$ cat config.mk
export PLATFORM = sky130hd
export DESIGN_NAME = dmem_arbiter_flat
export DESIGN_NICKNAME = d
export VERILOG_FILES = /design/src/rtl/dmem_arbiter_pkg.sv /design/src/rtl/dmem_arbiter_if.sv /design/src/rtl/dmem_arbiter_wait_ctr.sv /design/src/rtl/dmem_arbiter.sv /design/src/flat_wrapper.sv
export SDC_FILE = /design/constraint.sdc
export NUM_CORES = 1
export LEC_CHECK = 0
export CORE_AREA = 2 2 93 95
export CTS_CLUSTER_DIAMETER = 120
export DETAILED_ROUTE_END_ITERATION = 8
export DIE_AREA = 0 0 95 97
export PLACE_DENSITY_LB_ADDON = 0.05
export SLEW_MARGIN = 10
export SYNTH_ARGS = -nofsm -noshare
export SYNTH_HDL_FRONTEND = slang
export SYNTH_SLANG_ARGS = --single-unit
$ cat constraint.sdc
create_clock -name clk -period 6.3 [get_ports clk]
set_input_delay 1.26 -clock clk [delete_from_list [all_inputs] [get_ports clk]]
set_output_delay 1.26 -clock clk [all_outputs]
set_load 0.05 [all_outputs]
$ cat src/rtl/dmem_arbiter_pkg.sv
// Shared definitions for the data-memory arbiter and the data memory.
package dmem_arbiter_pkg;

    // Word-index width of the 32-entry data memory.
    localparam int unsigned DMEM_ADDR_W = 5;

    // Owner of the memory port in the previous cycle.
    typedef enum logic {
        OWN_CPU = 1'b0,
        OWN_LD  = 1'b1
    } owner_e;

endpackage

$ cat src/rtl/dmem_arbiter_if.sv
// Bus bundle between MEM stage / loader / data memory and the arbiter.
interface dmem_arbiter_if
    import dmem_arbiter_pkg::*;
#(
    parameter int unsigned ADDR_W = DMEM_ADDR_W,
    parameter int unsigned DATA_W = 32
);
    // MEM stage side
    logic              cpu_req;
    logic              cpu_we;
    logic [31:0]       cpu_addr;
    logic [DATA_W-1:0] cpu_wdata;
    logic              cpu_stall;
    // Loader side
    logic              ld_valid;
    logic              ld_ready;
    logic              ld_we;
    logic [ADDR_W-1:0] ld_addr;
    logic [DATA_W-1:0] ld_wdata;
    logic              ld_rvalid;
    logic [DATA_W-1:0] ld_rdata;
    // Data memory side
    logic [31:0]       mem_a;
    logic [DATA_W-1:0] mem_wd;
    logic              mem_we;
    logic [DATA_W-1:0] mem_rd;

    // Arbiter view
    modport slave (
        input  cpu_req, cpu_we, cpu_addr, cpu_wdata,
        input  ld_valid, ld_we, ld_addr, ld_wdata,
        input  mem_rd,
        output cpu_stall, ld_ready, ld_rvalid, ld_rdata,
        output mem_a, mem_wd, mem_we
    );

    // Requester / memory view
    modport master (
        output cpu_req, cpu_we, cpu_addr, cpu_wdata,
        output ld_valid, ld_we, ld_addr, ld_wdata,
        output mem_rd,
        input  cpu_stall, ld_ready, ld_rvalid, ld_rdata,
        input  mem_a, mem_wd, mem_we
    );
endinterface

$ cat src/rtl/dmem_arbiter_wait_ctr.sv
// Saturating count of consecutive loader denials with clear and at-limit flag.
module dmem_wait_ctr #(
    parameter int unsigned MAX_WAIT = 4
) (
    input  logic clk,
    input  logic rst_n,
    input  logic clr_i,
    output logic at_max_o
);
    localparam logic [3:0] MaxCnt = 4'(MAX_WAIT);

    logic [3:0] cnt_q, cnt_d;

    // Clear wins; otherwise count up and hold at the limit.
    always_comb begin
        cnt_d = cnt_q;
        if (clr_i) begin
            cnt_d = 4'd0;
        end else if (cnt_q != MaxCnt) begin
            cnt_d = cnt_q + 4'd1;
        end
    end

    // Counter register.
    always_ff @(posedge clk or negedge rst_n) begin
        if (!rst_n) begin
            cnt_q <= 4'd0;
        end else begin
            cnt_q <= cnt_d;
        end
    end

    assign at_max_o = (cnt_q == MaxCnt);
endmodule

$ cat src/rtl/dmem_arbiter.sv
// CPU-first arbiter for the single-port data memory with a bounded loader wait.
module dmem_arbiter
    import dmem_arbiter_pkg::*;
#(
    parameter int unsigned ADDR_W   = DMEM_ADDR_W,
    parameter int unsigned DATA_W   = 32,
    parameter int unsigned MAX_WAIT = 4
) (
    input logic           clk,
    input logic           rst_n,
    dmem_arbiter_if.slave bus
);
    owner_e            owner_q, owner_d;
    logic              rvalid_q, rvalid_d;
    logic [DATA_W-1:0] rdata_q, rdata_d;
    logic              gnt_ld;
    logic              wait_at_max;

    // Denials count only while the loader keeps asking and keeps losing.
    dmem_wait_ctr #(
        .MAX_WAIT (MAX_WAIT)
    ) u_wait_ctr (
        .clk      (clk),
        .rst_n    (rst_n),
        .clr_i    (gnt_ld || !bus.ld_valid),
        .at_max_o (wait_at_max)
    );

    // Grant decision, memory mux and next-state logic.
    always_comb begin
        gnt_ld = 1'b0;
        if (rst_n && bus.ld_valid) begin
            // Forced grant only after a CPU-owned cycle, so stalls never chain.
            gnt_ld = !bus.cpu_req || (owner_q == OWN_CPU && wait_at_max);
        end

        owner_d  = gnt_ld ? OWN_LD : OWN_CPU;
        rvalid_d = gnt_ld && !bus.ld_we;
        rdata_d  = rvalid_d ? bus.mem_rd : rdata_q;

        bus.ld_ready  = gnt_ld;
        bus.cpu_stall = gnt_ld && bus.cpu_req;
        if (gnt_ld) begin
            bus.mem_a  = {{(32 - ADDR_W){1'b0}}, bus.ld_addr};
            bus.mem_wd = bus.ld_wdata;
            bus.mem_we = bus.ld_we;
        end else begin
            bus.mem_a  = bus.cpu_addr;
            bus.mem_wd = bus.cpu_wdata;
            bus.mem_we = bus.cpu_we && bus.cpu_req && rst_n;
        end
    end

    // Owner and loader read-return registers.
    always_ff @(posedge clk or negedge rst_n) begin
        if (!rst_n) begin
            owner_q  <= OWN_CPU;
            rvalid_q <= 1'b0;
            rdata_q  <= '0;
        end else begin
            owner_q  <= owner_d;
            rvalid_q <= rvalid_d;
            rdata_q  <= rdata_d;
        end
    end

    assign bus.ld_rvalid = rvalid_q;
    assign bus.ld_rdata  = rdata_q;
endmodule

$ cat src/flat_wrapper.sv
// flat-port wrapper written by rule: the top's interface ports become plain ports
module dmem_arbiter_flat import dmem_arbiter_pkg::*;
#(
    parameter int unsigned ADDR_W   = DMEM_ADDR_W,
    parameter int unsigned DATA_W   = 32,
    parameter int unsigned MAX_WAIT = 4
)
  (clk, rst_n, bus_cpu_req, bus_cpu_we, bus_cpu_addr, bus_cpu_wdata, bus_ld_valid, bus_ld_we, bus_ld_addr, bus_ld_wdata, bus_mem_rd, bus_cpu_stall, bus_ld_ready, bus_ld_rvalid, bus_ld_rdata, bus_mem_a, bus_mem_wd, bus_mem_we);
  dmem_arbiter_if #(.ADDR_W(ADDR_W), .DATA_W(DATA_W)) bus_i ();
  input logic clk;
  input logic rst_n;
  input wire logic [$bits(bus_i.cpu_req)-1:0] bus_cpu_req;
  input wire logic [$bits(bus_i.cpu_we)-1:0] bus_cpu_we;
  input wire logic [$bits(bus_i.cpu_addr)-1:0] bus_cpu_addr;
  input wire logic [$bits(bus_i.cpu_wdata)-1:0] bus_cpu_wdata;
  input wire logic [$bits(bus_i.ld_valid)-1:0] bus_ld_valid;
  input wire logic [$bits(bus_i.ld_we)-1:0] bus_ld_we;
  input wire logic [$bits(bus_i.ld_addr)-1:0] bus_ld_addr;
  input wire logic [$bits(bus_i.ld_wdata)-1:0] bus_ld_wdata;
  input wire logic [$bits(bus_i.mem_rd)-1:0] bus_mem_rd;
  output wire logic [$bits(bus_i.cpu_stall)-1:0] bus_cpu_stall;
  output wire logic [$bits(bus_i.ld_ready)-1:0] bus_ld_ready;
  output wire logic [$bits(bus_i.ld_rvalid)-1:0] bus_ld_rvalid;
  output wire logic [$bits(bus_i.ld_rdata)-1:0] bus_ld_rdata;
  output wire logic [$bits(bus_i.mem_a)-1:0] bus_mem_a;
  output wire logic [$bits(bus_i.mem_wd)-1:0] bus_mem_wd;
  output wire logic [$bits(bus_i.mem_we)-1:0] bus_mem_we;
  assign bus_i.cpu_req = bus_cpu_req;
  assign bus_i.cpu_we = bus_cpu_we;
  assign bus_i.cpu_addr = bus_cpu_addr;
  assign bus_i.cpu_wdata = bus_cpu_wdata;
  assign bus_i.ld_valid = bus_ld_valid;
  assign bus_i.ld_we = bus_ld_we;
  assign bus_i.ld_addr = bus_ld_addr;
  assign bus_i.ld_wdata = bus_ld_wdata;
  assign bus_i.mem_rd = bus_mem_rd;
  assign bus_cpu_stall = bus_i.cpu_stall;
  assign bus_ld_ready = bus_i.ld_ready;
  assign bus_ld_rvalid = bus_i.ld_rvalid;
  assign bus_ld_rdata = bus_i.ld_rdata;
  assign bus_mem_a = bus_i.mem_a;
  assign bus_mem_wd = bus_i.mem_wd;
  assign bus_mem_we = bus_i.mem_we;
  dmem_arbiter #(.ADDR_W(ADDR_W), .DATA_W(DATA_W), .MAX_WAIT(MAX_WAIT)) u_core (.clk(clk), .rst_n(rst_n), .bus(bus_i));
endmodule
==> key figures <==
Pwr
  • Peak supply drop: ~100 uV
  • Power Internal: about 0.00064 W
  • Pleak: roughly 1.9 nW
  • Power share of the clock group: between 10 and 15%
  • Combinational share of power: 56.7%
  • Reg power frac: ~28%
  • Switch share: between 40% and 50%
  • PwrDens: ~230 nW/um^2
  • Psw: between 0.0004 and 0.0005 W

Critical path
  • Worst EP required: around 5000 ps
  • Critical Path Sink: bus_mem_wd[22]
  • Setup crit start kind: input port
  • Critical path origin: bus_ld_valid
  • Arr. time, crit path: ~4000 ps
  • FF-to-FF setup slack: between 4000 and 5000 ps
  • Critical path class: in -> out
  • Crit path max fanout: 35
  • Reg2Reg Depth: 6
  • RR Startpoint: u_core.u_wait_ctr.cnt_q[0]
  • Reg2reg end: u_core.bus.ld_rdata[21]
  • Endpoint class of the critical path: primary output

Logic synthesis
  • Area leader, netlist: dfrtp_1
  • Avg Synthesized Cell Area: ~13 sq um
  • Distinct cells, synth: 23
  • Post-synth top area share: a little over two fifths
  • Multiplexer share of the synthesized area: a little over a third
  • Synth area leaders: dfrtp_1 43%, mux2_2 33%, nor2b_1 7.6%
  • Synth Warn #: 0
  • Largest family of logic cells by synthesized area: multiplexers
  • Adder-Cell Fraction of Synth Area: 1.133%
  • Compound-Gate Fraction of Synth Area: approximately 4.2%
  • Post-Synth Simple-Gate Area: approximately 11%
  • Share of the yosys chip area belonging to registers: 43.06%
  • Area share of xor/xnor cells in the synthesized design: less than 1%
  • #FFs+latches synth: 38
  • Synthesized area: 2208 sq um
  • Mapped Cells: 176
  • Syn nets: around 320

Clock tree
  • Longest Clk Path Bufs: 2
  • Clk root buf: clkbuf_8
  • Clk Latency, worst-skew pair: 270 ps
  • Clock transition at path regs: roughly 70 ps
  • Cts hold-fix bufs: 0
  • Clock sinks: 38
  • Post-CTS setup buffer count: 0
  • Cts repair resizes: 0
  • H-tree depth: 2
  • CTS buffer count: 5
  • CTS tree: built

Route
  • Starting DRC count in detailed routing: 63
  • DRC Markers: 0
  • Via count: ~2300
  • Via/cell ratio: 4.427
  • Total Wirelength: slightly below 9000 microns
  • Post-DR wirelength/cell: 17.19 microns
  • DRT Pass-1 Iters: 4
  • Detail Route Antenna Nets: 0

Finish
  • Diode count: 0
  • Layout cells sized above 1: approximately a fifth
  • Post-route cell area: roughly 4800 sq um
  • Area grow syn2layout: 116.4%
  • Fin nets: 555

Timing
  • Max-slew headroom: a little under three fifths
  • Setup Viol. Count Final: 0
  • Final period utilization: 81.91%
  • Final Hold Fails: 0
  • Final Skew: around 2.7 ps
  • Pins over their slew limit: 0
  • Setup tns final: 0 ps
  • Unrepaired setup endpoints after global routing: false
  • Fmax: between 150 and 200 MHz
  • Worst Tran Pin Value: 667.9 ps
  • Min cycle time layout: between 5000 and 6000 ps

Placed design
  • Input/output buffers: ~240
  • DP Wirelength: slightly below 8000 microns
  • DP Area: approximately 4700 sq um
  • GPL Wtd Cong: between 0.9 and 1

Global route
  • Gr usage total: roughly a fifth
  • Number of global-route vias before repair: about 2400
  • Initial antenna violation count: 0
  • First-pass GRT wire length: between 10000 and 15000 microns
  • Overflow after GRT: 0
  • Largest net degree at the start of global routing: 46

Floorplanning
  • Die Y: 97 microns
  • Core area: about 8100 sq um
  • Die Footprint: between 9000 and 10000 sq um
  • Rows: 33
  • Starting Density: between 20% and 30%
  • I/O pin total: 239
  • Die X: approximately 95 microns

Flow run
  • MaxCap Viol Count: 0

Status
  • Status: complete, no violations

Worst hold path
  • Hold Path Class: reg -> reg
## stage by stage
stage                     instances  worst slack (ps)  hold WS [ps]  util, %  total power (W)
after floorplan                 176              2301         559.1        -        0.0006850
after global placement          512              1151         468.6    57.62        0.0009486
after detailed placement        512              1115         477.1    57.62        0.0009542
after CTS                       520              1102         493.7    58.74         0.001124
after global routing            520             993.8         500.1    58.74         0.001161
final                           520              1140         489.3    58.74         0.001111
## power by group through the flow
stage	sequential, W	clock, W	combinational, W
2_1_floorplan	0.000490	0	0.000195
3_3_place_gp	0.000319	0	0.000629
3_5_place_dp	0.000322	0	0.000633
4_1_cts	0.000317	0.000173	0.000634
5_1_grt	0.000323	0.000185	0.000653
6_report	0.000316	0.000165	0.000629
## per-layer routing
layer,GRT usage [%],wire length [microns],up-vias
met1,23.06,3536,1076
met5,0,0,-
met3,5.140,731,10
met4,6.132,204,0
li1,-,-,1092
met2,32.19,4468,124
## kinds of logic (layout without fill, tap and decap cells)
group | count (synthesis) | after routing
and+or+nand+nor | 38 | 38
DFF | 38 | 38
muxes | 70 | 70
buffers and inverters | 16 | 255
AOI/OAI and AO/OA | 11 | 11
xor gates and xnor gates | 1 | 1
adders and majority gates | 2 | 2
## cells in the mapped netlist
| library cell | number |
|---|---|
| a2111oi_0 | 1 |
| a211oi_1 | 3 |
| a211oi_4 | 1 |
| a21oi_1 | 2 |
| a41o_1 | 1 |
| and3b_1 | 1 |
| buf_2 | 4 |
| buf_4 | 4 |
| buf_6 | 3 |
| dfrtp_1 | 38 |
| ha_1 | 2 |
| inv_1 | 5 |
| mux2_1 | 4 |
| mux2_2 | 65 |
| mux2i_1 | 1 |
| nand2_1 | 3 |
| nand3_1 | 2 |
| nand4bb_4 | 1 |
| nor2_1 | 4 |
| nor2b_1 | 27 |
| o2111a_1 | 1 |
| o21ai_0 | 2 |
| xnor2_1 | 1 |
## how the worst min path moves through the flow
stage	endpoint	from	cells after the start
after global placement	u_core.bus.ld_rdata[16]	u_core.bus.ld_rdata[16]	1
after CTS	u_core.bus.ld_rdata[10]	u_core.bus.ld_rdata[10]	1
after floorplan	u_core.u_wait_ctr.cnt_q[1]	u_core.u_wait_ctr.cnt_q[1]	2
after global routing	u_core.bus.ld_rdata[10]	u_core.bus.ld_rdata[10]	1
final	u_core.bus.ld_rdata[10]	u_core.bus.ld_rdata[10]	1
after detailed placement	u_core.bus.ld_rdata[10]	u_core.bus.ld_rdata[10]	1
## sequential cells by signal (all words and copies together) (netlist names)
register and count:
u_core.bus.ld_rdata 32, u_core.bus.ld_rvalid 1, u_core.owner_q 1, u_core.u_wait_ctr.cnt_q 4
## critical path, cell delays in order
cell and delay [ps]:
clkdlybuf4s50_1 540, nand2_1 160, a21oi_4 560, buf_12 280, mux2_2 360, clkdlybuf4s50_1 720
## final cells by class
cell class | instances | area, sq um
clock buffers | 7 | 86.33
fillers | 719 | 3356
clock inverters | 1 | 5.005
flip-flops and latches | 38 | 950.9
multi-input cells | 122 | 1166
inverters | 5 | 18.77
well taps | 105 | 131.4
repair buffers | 242 | 2420
## placed cells by master (no fill, tap or decap), drive strengths merged
cell | Yosys | layout
o2111a | 1 | 1
and3b | 1 | 1
o21ai | 2 | 2
buf | 11 | 5
a41o | 1 | 1
nor2 | 4 | 4
ha | 2 | 2
a21oi | 2 | 2
mux2i | 1 | 1
a211oi | 4 | 4
nand2 | 3 | 3
inv | 5 | 5
clkbuf | 0 | 7
mux2 | 69 | 69
dfrtp | 38 | 38
clkinv | 0 | 1
nor2b | 27 | 27
a2111oi | 1 | 1
clkdlybuf4s50 | 0 | 237
xnor2 | 1 | 1
nand3 | 2 | 2
nand4bb | 1 | 1
(Power assumes the default switching activity.)
